$ cat config.mk
export PLATFORM = sky130hd
export DESIGN_NAME = hazard_ctrl
export DESIGN_NICKNAME = d
export VERILOG_FILES = /design/src/rtl/hazard_ctrl.sv
export SDC_FILE = /design/constraint.sdc
export NUM_CORES = 1
export LEC_CHECK = 0
export ABC_CLOCK_PERIOD_IN_PS = 2700
export BUFFER_PORTS_ARGS = -buffer_cell sky130_fd_sc_hd__buf_2
export CORE_MARGIN = 3
export CORE_UTILIZATION = 32
export DETAILED_ROUTE_END_ITERATION = 10
export GPL_ROUTABILITY_DRIVEN = 0
export PLACE_DENSITY = 0.68
export SKIP_LAST_GASP = 1
export SYNTH_ARGS = -nofsm -noshare
export SYNTH_HDL_FRONTEND = slang
export SYNTH_SLANG_ARGS = --single-unit
$ cat constraint.sdc
create_clock -name clk -period 2.7 [get_ports clk]
set_input_delay 0.54 -clock clk [delete_from_list [all_inputs] [get_ports clk]]
set_output_delay 0.54 -clock clk [all_outputs]
set_load 0.005 [all_outputs]
$ cat src/rtl/hazard_ctrl.sv
// Pipeline sequencer for the 5-stage core: load-use stalls, branch-redirect flushes and memory-wait freezes.
// Control outputs are combinational from state and inputs; state, counters and the timeout flag are registered.
module hazard_ctrl #(
    parameter int unsigned FLUSH_CYCLES = 2,
    parameter int unsigned MEM_TIMEOUT  = 255,
    parameter int unsigned CNT_W        = 16
) (
    input  logic             clk,
    input  logic             rst,
    input  logic [4:0]       id_rs1,
    input  logic [4:0]       id_rs2,
    input  logic             id_use_rs1,
    input  logic             id_use_rs2,
    input  logic             ex_MemRead,
    input  logic [4:0]       ex_RegDest,
    input  logic             ex_PCSrc,
    input  logic [31:0]      ex_BranchTarget,
    input  logic             mem_req,
    input  logic             mem_ready,
    output logic             pc_write,
    output logic             if_id_write,
    output logic             if_id_flush,
    output logic             id_ex_flush,
    output logic             pipe_freeze,
    output logic             pc_redirect,
    output logic [31:0]      redirect_target,
    output logic             mem_timeout,
    output logic [CNT_W-1:0] stall_cnt,
    output logic [CNT_W-1:0] flush_cnt
);
    localparam int unsigned FCNT_W = (FLUSH_CYCLES < 2) ? 1 : $clog2(FLUSH_CYCLES);
    localparam int unsigned WCNT_W = (MEM_TIMEOUT < 2) ? 1 : $clog2(MEM_TIMEOUT + 1);
    localparam logic [FCNT_W-1:0] FCNT_INIT  = FCNT_W'(FLUSH_CYCLES - 1);
    localparam logic [WCNT_W-1:0] WCNT_LIMIT = WCNT_W'(MEM_TIMEOUT);

    typedef enum logic [1:0] {
        RUN        = 2'd0,
        LOAD_STALL = 2'd1,
        FLUSH      = 2'd2,
        MEM_WAIT   = 2'd3
    } state_t;

    state_t            state, state_nxt;
    state_t            ret_state, ret_state_nxt;
    logic [FCNT_W-1:0] fcnt, fcnt_nxt;
    logic [WCNT_W-1:0] wcnt, wcnt_nxt;
    logic              busy;
    logic              load_use;
    logic              timeout_hit;

    assign redirect_target = ex_BranchTarget;

    assign busy     = mem_req & ~mem_ready;
    assign load_use = ex_MemRead && (ex_RegDest != 5'd0) &&
                      ((id_use_rs1 && (id_rs1 == ex_RegDest)) ||
                       (id_use_rs2 && (id_rs2 == ex_RegDest)));

    assign timeout_hit = (MEM_TIMEOUT != 0) && (state == MEM_WAIT) && (wcnt == WCNT_LIMIT);

    always_comb begin
        pc_write      = 1'b1;
        if_id_write   = 1'b1;
        if_id_flush   = 1'b0;
        id_ex_flush   = 1'b0;
        pipe_freeze   = 1'b0;
        pc_redirect   = 1'b0;
        state_nxt     = state;
        ret_state_nxt = ret_state;
        fcnt_nxt      = fcnt;
        wcnt_nxt      = wcnt;

        if (rst) begin
            pc_write    = 1'b0;
            if_id_write = 1'b0;
            if_id_flush = 1'b1;
            id_ex_flush = 1'b1;
        end else begin
            unique case (state)
                MEM_WAIT: begin
                    if (wcnt != '1) begin
                        wcnt_nxt = wcnt + WCNT_W'(1);
                    end
                    if (mem_ready) begin
                        state_nxt = ret_state;
                    end else begin
                        pc_write    = 1'b0;
                        if_id_write = 1'b0;
                        pipe_freeze = 1'b1;
                    end
                end
                default: begin
                    if (busy) begin
                        // Freeze wins outright; the branch/load stay in place and are re-seen on exit.
                        pc_write      = 1'b0;
                        if_id_write   = 1'b0;
                        pipe_freeze   = 1'b1;
                        ret_state_nxt = state;
                        state_nxt     = MEM_WAIT;
                        wcnt_nxt      = WCNT_W'(1);
                    end else if (ex_PCSrc && (state != FLUSH)) begin
                        pc_redirect = 1'b1;
                        if_id_flush = 1'b1;
                        id_ex_flush = 1'b1;
                        if (FLUSH_CYCLES > 1) begin
                            state_nxt = FLUSH;
                            fcnt_nxt  = FCNT_INIT;
                        end else begin
                            state_nxt = RUN;
                        end
                    end else begin
                        if (load_use) begin
                            pc_write    = 1'b0;
                            if_id_write = 1'b0;
                            id_ex_flush = 1'b1;
                        end
                        // A load-use bubble inside the flush window still consumes a flush cycle.
                        if (state == FLUSH) begin
                            fcnt_nxt = fcnt - FCNT_W'(1);
                            if (fcnt <= FCNT_W'(1)) begin
                                state_nxt = RUN;
                            end
                        end else begin
                            state_nxt = load_use ? LOAD_STALL : RUN;
                        end
                    end
                end
            endcase
        end
    end

    always_ff @(posedge clk or posedge rst) begin
        if (rst) begin
            state       <= RUN;
            ret_state   <= RUN;
            fcnt        <= '0;
            wcnt        <= '0;
            mem_timeout <= 1'b0;
            stall_cnt   <= '0;
            flush_cnt   <= '0;
        end else begin
            state     <= state_nxt;
            ret_state <= ret_state_nxt;
            fcnt      <= fcnt_nxt;
            wcnt      <= wcnt_nxt;
            if (timeout_hit) begin
                mem_timeout <= 1'b1;
            end
            if (!pc_write && (stall_cnt != '1)) begin
                stall_cnt <= stall_cnt + CNT_W'(1);
            end
            if (pc_redirect && (flush_cnt != '1)) begin
                flush_cnt <= flush_cnt + CNT_W'(1);
            end
        end
    end
endmodule

==> metrics.yaml, run 1 <==
status: "finished clean"
worst_slew_pin_slew_ps: 578
syn-cell-area_um2: 2590
holdWs_ps: 490
clk_pin_slew_worst_paths_ps: 90
maxCapViolCount: 0
fillers: 800
ys_types: 38
wl_per_cell_um: 13.4
synth_edf_count: 0
hpwlAfterDp_um: 4110
core-area_um2: 7810
final-hold-violation-count: 0
numClockSinks: 45
r2r-end: "stall_cnt[1]"
drtIter0Drc: 81
fin_crit_sh_pct: 90.6
wl_um: 5470
postRouteAntennaNets: 0
overflow: 0
min_period_ps: 2450
post_cts_buffers: 0
drt-met1-wl_um: 2390
max_clock_freq_mhz: 409
netlist.area_leader.share_pct: 43.5
die_x_um: 96.0
hp-class: "reg2reg"
syn-num-nets: 328
ys.flop_type: "dfrtp_1"
synth_area_per_cell_um2: 9.60
final_cell_mix: "61 x buf_2, 45 x dfrtp_1, 25 x nor2_1, 25 x xor2_1"
io_pins: 126
final_common_cell: "buf_2"
cp.required_ps: 2160
die_area_um2: 9210
synth_area_leaders: "dfrtp_1 43%, buf_4 9.6%, xor2_1 8.5%"
cp_cell_sequence: "buf_2 -> or4_4 -> o2111a_1 -> a21oi_1 -> buf_2"
fp-row-count: 32
critPathKind: "in2out"
area_delta_synth_final_pct: 11.3
drive_gt1_share_pct: 26.5
grt_pass1_vias: 1896
crit_top_cell: "buf_2"
num_antenna_cells: 0
async_flop_share_pct: 100
endpoint_kind: "primary output"
vias: 1993
initial_utilization_pct: 33.2
final_util_pct: 36.9
crit_path_top_delay_cell: "or4_4"
leakagePower_nw: 1.45
cp_max_fo: 4
ctsResizeCount: 0
yosysSeqAreaShare_pct: 43.5
multi_input_area_um2: 1170
cts_max_path_buffers: 2
r2r-start: "stall_cnt[0]"
die_h_um: 96.0
finalSetupViolations: 0
endpoint: "if_id_write"
r2r_cells: 6
slew_headroom_pct: 61.4
yosysWarnings: 0
r2r_slack_ps: 510
holdBufCountCts: 0
grt_use_total_pct: 12.0
wl_met2_um: 2500
grt_start_max_net_pins: 48
ff_latch_area_um2: 1130
dr.pass1.iters: 4
routed_via_density: 4.88
cts_tree: "yes"
max_stage_delay_ps: 530
p_total_mw: 1.93
peakVddDrop_mv: 0.237
grt_pass1_wl_um: 8710
top_layer_used: "met4"
port_buffers: 61
ys_seq_elements: 45
startpoint: "ex_RegDest[1]"
htree_num_levels: 2
wl_met3_um: 479
synth_top_area_cell: "dfrtp_1"
p_per_area_nw_per_um2: 670
arrival_ps: 1910
antenna_found_initial: 0
syn_inst: 270
numCtsBuffers: 5
tns_ps: 0
clk_latency_ps: 290
startpoint_type: "input port"
cts-root-buf: "clkbuf_8"
finalMaxSlewViolations: 0
grt_setup_unrepaired: "no"
drc: 0
fin_nets: 363
clock_skew_ps: 10.4
report_power, final:
group | internal [mW] | total (mW) | switching (mW)
clock | 0.208 | 0.442 | 0.234
sequential | 0.811 | 0.992 | 0.181
combinational | 0.249 | 0.496 | 0.247
total | 1.27 | 1.93 | 0.662
layout make-up:
type                    instances  area share [%]
multi-input cells             183            40.8
well taps                     102            4.43
clock buffers                   6            2.86
clock inverters                 2           0.477
flip-flops and latches         45            39.1
repair buffers                 65            11.6
inverters                       5           0.781
cell families after synthesis:
| logic type | count (synthesis) | synth area share [%] |
|---|---|---|
| simple gates | 108 | 21.0 |
| flops | 45 | 43.5 |
| xor+xnor | 44 | 14.9 |
| buf+inv | 42 | 11.2 |
| compound gates | 25 | 6.71 |
| mux | 3 | 1.30 |
| fa+ha+maj | 3 | 1.45 |
synth_stat cells (2+ instances only):
library cell,instances
nor4_1,3
inv_1,5
nor2_1,25
buf_4,33
dfrtp_1,45
nor3_1,11
ha_1,3
and3_1,11
o21ai_0,4
o21a_1,2
a21oi_1,9
nand3_1,19
mux2_2,3
and2_1,2
xor2_1,25
nand2b_1,4
nand2_1,18
xnor2_1,19
nand4_1,8
and4_1,3
registers in the layout, indices dropped and copies added, names as in the netlist:
name	cells
mem_timeout	1
stall_cnt	16
wcnt	8
state	2
ret_state	2
flush_cnt	16
worst max-delay path: cells and delay by family:
kind                   cells  cell delay, ps
buffers and inverters      2             300
and+or+nand+nor            1             530
AOI/OAI and AO/OA          2             540
per-layer routing:
layer | vias to the layer above | GRT usage (%)
met5 | - | 0
met4 | 0 | 5.69
met3 | 18 | 3.75
met2 | 65 | 18.7
met1 | 948 | 14.9
li1 | 962 | -
per-stage QoR:
stage	worst slack, ps	cell area, um2	std cells
2_1_floorplan	344	2590	270
3_3_place_gp	228	2790	400
3_5_place_dp	233	2790	400
4_1_cts	228	2880	408
5_1_grt	154	2880	408
6_report	252	2880	408
worst min-delay path by stage:
stage / from / end / slack [ps] / depth (start not counted)
5_1_grt: stall_cnt[9] / stall_cnt[9] / 520 / 1
2_1_floorplan: ret_state[1] / ret_state[1] / 460 / 2
3_5_place_dp: flush_cnt[7] / flush_cnt[7] / 480 / 1
6_report: mem_timeout / mem_timeout / 490 / 1
4_1_cts: flush_cnt[7] / flush_cnt[7] / 500 / 1
3_3_place_gp: flush_cnt[7] / flush_cnt[7] / 470 / 1
(Power assumes the default switching activity.)
==> run 2: changes to the inputs <==
--- a/config.mk
+++ b/config.mk
@@ -13,4 +13,5 @@
 export GPL_ROUTABILITY_DRIVEN = 0
 export PLACE_DENSITY = 0.68
+export SKIP_CTS_REPAIR_TIMING = 1
 export SKIP_LAST_GASP = 1
 export SYNTH_ARGS = -nofsm -noshare
==> constraint.sdc (replaced) <==
create_clock -name clk -period 2.7 [get_ports clk]
set_input_delay 0.405 -clock clk [delete_from_list [all_inputs] [get_ports clk]]
set_output_delay 0.405 -clock clk [all_outputs]
set_load 0.005 [all_outputs]
==> metrics.yaml, run 2 (synthesized netlist as in run 1, its figures left out) <==
status: "finished clean"
worst_slew_pin_slew_ps: 616  # +37.4 ps
cp_cell_sequence: "buf_2 -> or4_4 -> o2111a_1 -> a21oi_1 -> buf_2"
clk_pin_slew_worst_paths_ps: 90  # about the same
cp_max_fo: 4  # unchanged
slew_headroom_pct: 58.6  # -2.9 points
grt_start_max_net_pins: 49  # +2.1%
arrival_ps: 1800  # -110 ps
finalSetupViolations: 0  # unchanged
fp-row-count: 32  # unchanged
top_regs: "flush_cnt (16), stall_cnt (16), wcnt (8)"
crit_top_cell: "buf_2"
final_common_cell: "buf_2"
numCtsBuffers: 5  # unchanged
drc: 0  # unchanged
p_per_area_nw_per_um2: 721  # +7.7%
cp.required_ps: 2300  # +140 ps
htree_num_levels: 2  # unchanged
fin_crit_sh_pct: 81.8  # -8.9 points
num_antenna_cells: 0  # unchanged
vias: 1954  # -2.0%
finalMaxSlewViolations: 0  # unchanged
numClockSinks: 45  # unchanged
fin_nets: 360  # -0.83%
endpoint_kind: "primary output"
port_buffers: 61  # unchanged
grt_pass1_vias: 1807  # -4.7%
peakVddDrop_mv: 0.259  # +9.4%
hpwlAfterDp_um: 4050  # -1.5%
multi_input_area_um2: 1170  # unchanged
grt_pass1_wl_um: 8310  # -4.6%
grt_busiest_layer: "met2"
hp-class: "in2async"
area_delta_synth_final_pct: 11.7
cts_tree: "yes"
clock_skew_ps: 5.86  # -4.53 ps
routed_via_density: 4.82  # -1.2%
clk_latency_ps: 300  # about the same
grt_use_total_pct: 11.4  # -0.58 points
overflow: 0  # unchanged
core-area_um2: 7810  # unchanged
die_x_um: 96.0  # unchanged
wl_per_cell_um: 13.2  # -1.3%
cts_max_path_buffers: 2  # unchanged
max_clock_freq_mhz: 453  # +11%
ff_latch_area_um2: 1130  # unchanged
maxCapViolCount: 0  # unchanged
startpoint_type: "input port"
final_cell_mix: "61 x buf_2, 45 x dfrtp_1, 25 x nor2_1, 25 x xor2_1"
critPathKind: "in2out"
fillers: 813  # +1.6%
crit_path_top_delay_cell: "or4_4"
dr.pass1.iters: 4  # unchanged
grt_util_met2_pct: 18.5  # -0.29 points
crit_family: "compound AO/OA/AOI/OAI gates"
met1_usage_pct: 14.4  # -0.57 points
initial_utilization_pct: 33.2  # unchanged
die_h_um: 96.0  # unchanged
die_area_um2: 9210  # unchanged
tns_ps: 0  # unchanged
worst-path-buf-inv: 2  # unchanged
min_period_ps: 2210  # -239 ps
holdWs_ps: 367  # -123 ps
io_pins: 126  # unchanged
grt_setup_unrepaired: "no"
antenna_found_initial: 0  # unchanged
leakagePower_nw: 1.46  # +0.36%
final-hold-violation-count: 0  # unchanged
met3_usage_pct: 3.13  # -0.63 points
cts-root-buf: "clkbuf_8"
postRouteAntennaNets: 0  # unchanged
max_stage_delay_ps: 530  # about the same
drtIter0Drc: 79  # -2.5%
wl_um: 5360  # -2.0%
drive_gt1_share_pct: 25.7  # -0.73 points
run 2: cell types whose count changed in the layout (fill, tap and decap cells not counted), sizes merged:
cell      delta
bufinv       +2
inv          +1
clkbuf       -1
clkinv       -1
clkinvlp     -1
buf          -3
run 2: path summary, 6_finish.rpt:
kind | from | to | slack [ps] | depth (start not counted)
max | ex_RegDest[1] | if_id_write | 490 | 5
min | rst | ret_state[0] | 370 | 3
max reg2reg | stall_cnt[0] | stall_cnt[1] | 500 | 6
min reg2reg | flush_cnt[7] | flush_cnt[7] | 500 | 1
max in group asynchronous | rst | flush_cnt[3] | 1940 | 3
min in group clk | ex_PCSrc | state[0] | 430 | 3
run 2: area by class of cell:
type,count,share of cell area (%)
Multi-Input combinational cell,183,40.6
Clock inverter,3,2.25
Inverter,5,0.649
Sequential cell,45,38.9
Timing Repair Buffer,62,10.8
Clock buffer,5,2.38
Tap cell,102,4.41
run 2: tightest hold or removal path, cell delays in order:
cell and delay [ps]:
buf_2 170, inv_2 70, buf_4 490
run 2: stage by stage:
| step | area (um2) | power (mW) | cells | setup slack, ps | util, % |
|---|---|---|---|---|---|
| floorplan | 2590 | 1.34 | 270 | 59.6 | - |
| global placement | 2760 | 1.49 | 397 | 356 | 35.4 |
| detailed placement | 2760 | 1.50 | 397 | 348 | 35.4 |
| CTS | 2890 | 2.12 | 405 | 467 | 37.1 |
| global route | 2890 | 2.23 | 405 | 366 | 37.1 |
| finish | 2890 | 2.09 | 405 | 492 | 37.1 |
run 2: routing by layer:
metal	part of all wire (%)	up-vias	wire length, um
met3	7.8	15	416
met2	45	61	2430
met5	0	-	0
met4	2.1	0	113
met1	45	921	2400
li1	-	957	-
run 2: where the power goes:
group          internal [mW]  leakage [nW]  switching, mW
clock network          0.368        0.0681          0.237
registers              0.811         0.595          0.177
logic                  0.247         0.793          0.246
total                   1.43          1.46          0.660
==> run 3: changes to the inputs <==
ABC_AREA = 1   (was not set)
ABC_CLOCK_PERIOD_IN_PS = 2160   (was 2700)
PLACE_DENSITY = 0.64   (was 0.68)
clock period = 2.16 ns   (was 2.7 ns; I/O delays follow)
==> metrics.yaml, run 3 <==
status: "finished clean"
final_cell_mix: "122 x nand2_1, 61 x buf_2, 47 x inv_1"
r2r-start: "stall_cnt[0]"
startpoint: "rst"
synth_area_leaders: "dfrtp_1 37%, nand2_1 15%, buf_4 8.3%"
numClockSinks: 45  # unchanged
finalSetupViolations: 0  # unchanged
worst-path-stages: 6  # +1
hp-class: "reg2reg"
slew_headroom_pct: 65.7  # +7.1 points
min_period_ps: 1980
postRouteAntennaNets: 0  # unchanged
antenna_found_initial: 0  # unchanged
cts-root-buf: "clkbuf_8"
drive_gt1_share_pct: 20.6  # -5.2 points
max_stage_delay_ps: 590  # +60 ps
leakagePower_nw: 1.77  # +22%
fillers: 1013  # +25%
die_x_um: 104  # +8.1%
grt_pass1_vias: 2488  # +38%
worstHoldPathCells: 2
worstHoldEndpoint: "mem_timeout"
syn-num-nets: 474  # +45%
clock_skew_ps: 19.8  # +13.9 ps
ys.flop_type: "dfrtp_1"
max_clock_freq_mhz: 505
overflow: 0  # unchanged
crit_top_cell: "buf_2"
io_pins: 126  # unchanged
grt_pass1_wl_um: 11400  # +37%
cp_max_fo: 10  # +6
final_common_cell: "nand2_1"
num_antenna_cells: 0  # unchanged
yosysSeqAreaShare_pct: 36.8  # -6.6 points
r2r_slack_ps: 320  # -180 ps
maxCapViolCount: 0  # unchanged
r2r-end: "stall_cnt[4]"
startpoint_type: "input port"
async_flop_share_pct: 100  # unchanged
yosysWarnings: 0  # unchanged
dr.pass1.iters: 4  # unchanged
htree_num_levels: 2  # unchanged
die_h_um: 104  # +8.1%
crit_path_top_delay_cell: "dlygate4sd3_1"
synth_area_per_cell_um2: 7.35  # -23%
top_regs: "flush_cnt (16), stall_cnt (16), wcnt (8)"
hpwlAfterDp_um: 5170  # +28%
ys_types: 30  # -21%
fp-row-count: 35  # +9.4%
crit_family: "buffers and inverters"
synth_common_cells: "122 x nand2_1, 48 x inv_1, 45 x dfrtp_1"
arrival_ps: 1660  # -140 ps
routed_via_density: 4.55  # -5.6%
critPathKind: "in2out"
grt_start_max_net_pins: 42  # -14%
hp-start: "mem_timeout"
clk_latency_ps: 300  # about the same
synth_top_area_cell: "dfrtp_1"
cts_tree: "yes"
cp.required_ps: 1840  # -460 ps
fin_crit_sh_pct: 91.7
worst-path-buf-inv: 4  # +2
wl_per_cell_um: 11.5  # -13%
placed_area_um2: 3260  # +18%
netlist.area_leader.share_pct: 36.8  # -6.6 points
tns_ps: 0  # unchanged
postLayoutCellArea_um2: 3400  # +17%
peakVddDrop_mv: 0.232  # -10%
grt_setup_unrepaired: "no"
syn_inst: 416  # +54%
pre_cts_ws_ps: 340  # -7.48 ps
drc: 0  # unchanged
initial_utilization_pct: 32.9  # -0.25 points
wl_um: 6660  # +24%
fin_nets: 509  # +41%
worst_slew_pin_slew_ps: 514  # -101 ps
grt_use_total_pct: 12.5  # +1.1 points
p_per_area_nw_per_um2: 767  # +6.4%
ys_seq_elements: 45  # unchanged
die_area_um2: 10800  # +17%
worst_slack_ps: 179  # -312 ps
vias: 2646  # +35%
cp_cell_sequence: "buf_2 -> dlygate4sd3_1 -> inv_2 -> nand2_1 -> a31o_2 -> buf_2"
port_buffers: 61  # unchanged
finalMaxSlewViolations: 0  # unchanged
clk_pin_slew_worst_paths_ps: 70  # -20 ps
area_delta_synth_final_pct: 11.0
numCtsBuffers: 5  # unchanged
cts_max_path_buffers: 2  # unchanged
core-area_um2: 9280  # +19%
synthMostInstantiatedCell: "nand2_1"
endpoint_kind: "primary output"
r2r_cells: 9  # +3
synth_edf_count: 0  # unchanged
drtIter0Drc: 135  # +71%
final-hold-violation-count: 0  # unchanged
syn-cell-area_um2: 3060  # +18%
## run 3: logic make-up (layout without fill, tap and decap cells)
group / count (synthesis) / after routing / share of synthesized area, %
flops: 45 / 45 / 36.8
xor+xnor: 29 / 29 / 8.31
simple gates: 232 / 232 / 34.3
fa+ha+maj: 3 / 3 / 1.23
buf+inv: 87 / 123 / 15.5
compound gates: 20 / 20 / 3.89
## run 3: report_power, final
group          leakage, nW  internal, mW  switching, mW  total [mW]
Clock               0.0585         0.378          0.292       0.669
Combinational         1.12         0.302          0.439       0.741
Sequential           0.595         0.998          0.197        1.19
Total                 1.77          1.68          0.927        2.61
## run 3: area by class of cell
class | count | area, um2 | share of cell area [%]
inverters | 50 | 190 | 5.60
flip-flops and latches | 45 | 1130 | 33.2
multi-input cells | 284 | 1460 | 43.1
well taps | 129 | 161 | 4.75
repair buffers | 65 | 338 | 9.95
clock buffers | 7 | 86.3 | 2.54
clock inverters | 1 | 30.0 | 0.884
## run 3: routing by layer
layer | share of wire [%] | vias up | track usage (%)
met2 | 45 | 66 | 20.1
li1 | - | 1346 | -
met4 | 1.3 | 0 | 3.61
met5 | 0 | - | 0
met3 | 6.6 | 9 | 3.68
met1 | 47 | 1225 | 16.3
## run 3: how the worst max path moves through the flow
| stage | to | slack (ps) |
|---|---|---|
| after floorplan | id_ex_flush | 10 |
| after global placement | flush_cnt[9] | 390 |
| after detailed placement | stall_cnt[9] | 340 |
| after CTS | pc_write | 110 |
| after global routing | if_id_write | 60 |
| final | id_ex_flush | 180 |
## run 3: worst min-delay path, stage by stage (launching register included)
cell and delay (ps):
dfrtp_1 340, inv_1 40, nand2_1 50
## run 3: per-stage QoR
step	instances	power, mW	util, %	hold slack, ps
5_1_grt	581	2.80	36.6	473
6_report	581	2.61	36.6	464
2_1_floorplan	416	1.73	-	458
3_5_place_dp	572	1.96	35.2	286
3_3_place_gp	572	1.94	35.2	282
4_1_cts	580	2.63	36.4	-41.5
